[config.mk]
export PLATFORM = sky130hd
export DESIGN_NAME = cdc_rst_gen
export DESIGN_NICKNAME = d
export VERILOG_FILES = /design/src/rtl/cdc_rst_gen.sv
export SDC_FILE = /design/constraint.sdc
export NUM_CORES = 1
export LEC_CHECK = 0
export BUFFER_PORTS_ARGS = -buffer_cell sky130_fd_sc_hd__clkbuf_2
export CORE_UTILIZATION = 35
export DETAILED_ROUTE_END_ITERATION = 10
export SLEW_MARGIN = 20
export SYNTH_ARGS = -nofsm -noshare
export SYNTH_HDL_FRONTEND = slang
export SYNTH_SLANG_ARGS = --single-unit
export TNS_END_PERCENT = 30
[constraint.sdc]
create_clock -name clk -period 1.95 [get_ports clk]
set_input_delay 0.195 -clock clk [delete_from_list [all_inputs] [get_ports clk]]
set_output_delay 0.195 -clock clk [all_outputs]
set_load 0.02 [all_outputs]
[src/rtl/cdc_rst_gen.sv]
// Reset sequencer for another clock domain: issues a held reset request and closes the
// handshake on the synchronized echo. Define CDC_RST_GEN_TIMEOUT_EN to abort stalled ack phases.
module cdc_rst_gen #(
  parameter int STAGES      = 2,
  parameter int HOLD_CYCLES = 16,
  parameter int TIMEOUT     = 256
) (
  input  logic clk,
  input  logic i_rst,
  input  logic i_req,
  input  logic i_rst_ack,
  output logic o_rst_req,
  output logic o_busy,
  output logic o_done,
  output logic o_timeout
);

  localparam int MAX_CNT = (HOLD_CYCLES > TIMEOUT) ? HOLD_CYCLES : TIMEOUT;
  localparam int CW      = $clog2(MAX_CNT + 1);
  localparam logic [CW-1:0] HOLD_LAST = CW'(HOLD_CYCLES - 1);
  localparam logic [CW-1:0] CNT_MAX   = '1;
`ifdef CDC_RST_GEN_TIMEOUT_EN
  localparam logic [CW-1:0] TIMEOUT_LAST = CW'(TIMEOUT - 1);
`endif

  typedef enum logic [1:0] {
    IDLE     = 2'd0,
    ASSERT   = 2'd1,
    WAIT_ACK = 2'd2,
    WAIT_REL = 2'd3
  } state_t;

  state_t          state_reg, state_next;
  logic [CW-1:0]   cnt_reg, cnt_next;
  logic            rst_req_reg, rst_req_next;
  logic            done_reg, done_next;
`ifdef CDC_RST_GEN_TIMEOUT_EN
  logic            timeout_reg, timeout_next;
`endif

  // Ack echo synchronizer; only the last stage is trusted by the FSM.
  logic sync_reg [STAGES];
  logic sync_d   [STAGES];
  logic ack_s;

  genvar gi;
  generate
    for (gi = 0; gi < STAGES; gi++) begin : g_sync
      if (gi == 0) begin : g_head
        assign sync_d[gi] = i_rst_ack;
      end else begin : g_tail
        assign sync_d[gi] = sync_reg[gi-1];
      end
      always_ff @(posedge clk) begin
        if (i_rst) sync_reg[gi] <= 1'b0;
        else       sync_reg[gi] <= sync_d[gi];
      end
    end
  endgenerate

  assign ack_s = sync_reg[STAGES-1];

  always_comb begin
    state_next = state_reg;
    done_next  = 1'b0;
`ifdef CDC_RST_GEN_TIMEOUT_EN
    timeout_next = 1'b0;
`endif
    case (state_reg)
      IDLE: begin
        if (i_req) state_next = ASSERT;
      end
      ASSERT: begin
        if (cnt_reg == HOLD_LAST) state_next = ack_s ? WAIT_REL : WAIT_ACK;
      end
      WAIT_ACK: begin
        if (ack_s) state_next = WAIT_REL;
`ifdef CDC_RST_GEN_TIMEOUT_EN
        else if (cnt_reg == TIMEOUT_LAST) begin
          state_next   = IDLE;
          timeout_next = 1'b1;
        end
`endif
      end
      WAIT_REL: begin
        // A completed handshake wins over a timeout landing on the same cycle.
        if (!ack_s) begin
          state_next = IDLE;
          done_next  = 1'b1;
        end
`ifdef CDC_RST_GEN_TIMEOUT_EN
        else if (cnt_reg == TIMEOUT_LAST) begin
          state_next   = IDLE;
          timeout_next = 1'b1;
        end
`endif
      end
      default: state_next = IDLE;
    endcase

    if (state_next != state_reg) cnt_next = '0;
    else if (cnt_reg == CNT_MAX) cnt_next = cnt_reg;
    else                         cnt_next = cnt_reg + CW'(1);

    rst_req_next = (state_next == ASSERT) || (state_next == WAIT_ACK);
  end

  always_ff @(posedge clk) begin
    if (i_rst) begin
      state_reg   <= ASSERT;
      cnt_reg     <= '0;
      rst_req_reg <= 1'b1;
      done_reg    <= 1'b0;
`ifdef CDC_RST_GEN_TIMEOUT_EN
      timeout_reg <= 1'b0;
`endif
    end else begin
      state_reg   <= state_next;
      cnt_reg     <= cnt_next;
      rst_req_reg <= rst_req_next;
      done_reg    <= done_next;
`ifdef CDC_RST_GEN_TIMEOUT_EN
      timeout_reg <= timeout_next;
`endif
    end
  end

  assign o_rst_req = rst_req_reg;
  assign o_busy    = (state_reg != IDLE);
  assign o_done    = done_reg;
`ifdef CDC_RST_GEN_TIMEOUT_EN
  assign o_timeout = timeout_reg;
`else
  assign o_timeout = 1'b0;
`endif

endmodule

==> flow_metrics.tcl <==
set metrics [dict create \
    run_status "finished, final reports clean" \
    synthDistinctLibCells 31 \
    antenna-diode-count 0 \
    number_of_nets_in_the_finished_design 90 \
    path_clk_slew_ns 0.09 \
    global_route.peak_usage_layer "met2" \
    drt-wirelength-per-cell_um 12.1 \
    cts_made_buffers 3 \
    via_count 565 \
    setup.worst_path.class "reg2reg" \
    share_of_cells_above_drive_strength_1 0.277 \
    ys_dominant_reg_cell "dfxtp_1" \
    async_flop_share 0 \
    detail_route.drc_violations 0 \
    pre_cts_slack_ns 0.133 \
    critical_path.max_stage_delay_ns 0.36 \
    finalWorstSetupSlack_ns 0.127 \
    p_per_area_nw_per_um2 629 \
    timing.critical_path.required_ns 2.15 \
    global_route_wire_length_before_repair_um 2070 \
    grtUsageMet2 0.195 \
    library_cell_occupying_the_most_area_in_the_post_synthesis_netlist "dfxtp_1" \
    hold_path_class "in2reg" \
    leakagePower_nw 0.334 \
    timing.critical_path.from_type "flip-flop" \
    synthCells 73 \
    use_met1 0.175 \
    final_hold_viol_count 0 \
    number_of_buffers_inserted_by_port_buffering 6 \
    synthDominantCellAreaShare 0.403 \
    synth.yosys.seq_area_share 0.403 \
    setup_viol 0 \
    vert_die_dim_um 48.2 \
    layoutNonFillerInstCount 110 \
    ys_seq_elements 15 \
    die_w_um 48.2 \
    grt_max_degree 10 \
    min_period_over_period 0.935 \
    synthesis.nets 79 \
    first_global_vias 487 \
    use_met3 0.0222 \
    setup_tns_ns 0 \
    syn-cell-area_um2 746 \
    fmax_mhz 548 \
    max-vdd-ir-drop_uv 348 \
    final_antenna_net_count 0 \
    post_cts_resized 0 \
    endpoint_kind "flip-flop" \
    cts_hold_repair.buffers 0 \
    worst_path_cell_trace "ha_1, nand3_4, nor3_1, ha_1, nand4b_4, or3_1, a211oi_1" \
    crit_path_top_delay_cell "dfxtp_1" \
    grt_setup_unrepaired "false" \
    via_per_inst 5.14 \
    rows 16 \
    drt_iter0_drc 14 \
    synth-warning-count 0 \
    floorplan.io_pins 8 \
    cp_max_fo 5 \
    cts_htree_levels 1 \
    grtUsageTotal 0.129 \
    antenna_found_initial 0 \
    fin_skew_ns 0.00523 \
    synth.area.top_cells "dfxtp_1, nor3_1, a211oi_1" \
    nFillCells 196 \
    critPathMostFrequentCell "ha_1" \
    layout-area-overhead-vs-synth_pct 11.7 \
    synth_edf_count 0 \
    dpl.cell_count 106 \
    timing_max_transition_violations_final 0 \
    synth.most_common_cell "dfxtp_1" \
    total_die_area_um2 2320 \
    post_synth.cell_area_avg_um2 10.2 \
    postCtsSetupBuffers 0 \
    synth_top_cells_by_count "dfxtp_1, nor3_1, a211oi_1, nand2_1, o21ai_0" \
    drv.max_cap_violation_count 0 \
    cts.sink_count 15 \
    worstPathArrival_ns 2.02 \
    postLayoutCoreUtil 0.420 \
    clkLatencyLatePin_ns 0.28 \
    cts_buffer_depth 2 \
    tritoncts "done" \
    firstDrtPassIters 4 \
    largest_register_ffs 9 \
    initial_utilization 0.376 \
    wirelength_um 1340 \
    ctsRootBufferMaster "clkbuf_4" \
    hpwlAfterDp_um 962 \
    globalplace.congestion 0.808 \
    globalRoute.totalOverflow 0 \
    post-route-min-period_ns 1.82 \
    floorplan.core_area_um2 1980 \
]
==> per-layer routing <==
| layer | vias up | wire length (um) |
|---|---|---|
| li1 | 291 | - |
| met1 | 265 | 665 |
| met2 | 7 | 635 |
| met3 | 2 | 23 |
| met4 | 0 | 11 |
| met5 | - | 0 |
==> cell type report <==
| type | count | area, um^2 | area share |
|---|---|---|---|
| clock buffers | 4 | 26.3 | 0.0315 |
| flip-flops and latches | 15 | 300 | 0.360 |
| inverters | 1 | 3.75 | 0.00450 |
| well taps | 27 | 33.8 | 0.0405 |
| repair buffers | 10 | 60.1 | 0.0721 |
| multi-input cells | 53 | 409 | 0.491 |
==> worst max-delay path: cells and delay by family, from the launching register on <==
kind	cells	cell delay, ns
AO/OA/AOI/OAI	1	0.21
adder cells (fa/ha/maj)	2	0.46
flip-flops	1	0.36
AND/OR/NAND/NOR	4	0.71
==> layout by cell type (no fill, tap or decap) <==
master	netlist	final
nor4_4	1	1
nand4_1	1	1
nor2_1	1	1
nand2_1	4	4
xor2_1	3	3
o31ai_1	2	2
mux2i_1	2	2
clkbuf_1	0	1
conb_1	1	1
o221a_2	1	1
nor3b_1	1	1
xnor2_1	1	1
clkbuf_2	0	6
a211oi_2	0	1
clkbuf_4	0	3
a21oi_1	2	2
or2_2	2	2
inv_1	1	1
a31oi_1	1	1
a211o_1	1	1
or3_1	3	3
nand4b_4	1	1
buf_4	2	4
nand3_4	1	1
or4_1	1	1
or4b_4	1	1
o21ai_0	4	4
ha_1	2	2
nor2b_1	3	3
nor3_2	1	1
dfxtp_1	15	15
or3_2	1	1
a211oi_1	4	3
nor3_1	7	7
==> kinds of logic after synthesis <==
family	synth area share
simple gates	0.294
compound gates	0.136
flops	0.403
buf+inv	0.0554
xor+xnor	0.0470
fa+ha+maj	0.0336
mux	0.0268
other cells	0.00503
==> through the flow <==
stage | hold slack [ns] | total power [W] | area (um^2)
finish | 0.136 | 0.000524 | 833
global route | 0.133 | 0.000548 | 833
CTS | 0.135 | 0.000533 | 828
detailed placement | 0.430 | 0.000357 | 802
global placement | 0.411 | 0.000356 | 802
floorplan | 0.267 | 0.000352 | 746
==> report_power, final <==
part	switching, W	internal, W	total, W
Clock	0.0000951	0.0000793	0.000174
Sequential	0.00000944	0.000313	0.000323
Combinational	0.0000147	0.0000123	0.0000270
==> worst paths after layout <==
path | cells past startpoint | start | endpoint | slack, ns
worst max-delay path | 7 | cnt_reg[0] | cnt_reg[7] | 0.13
worst min-delay path | 2 | i_rst_ack | sync_reg[0] | 0.14
worst max register to register | 7 | cnt_reg[0] | cnt_reg[7] | 0.13
worst min register to register | 1 | sync_reg[0] | sync_reg[1] | 0.45
(Power assumes the default switching activity.)
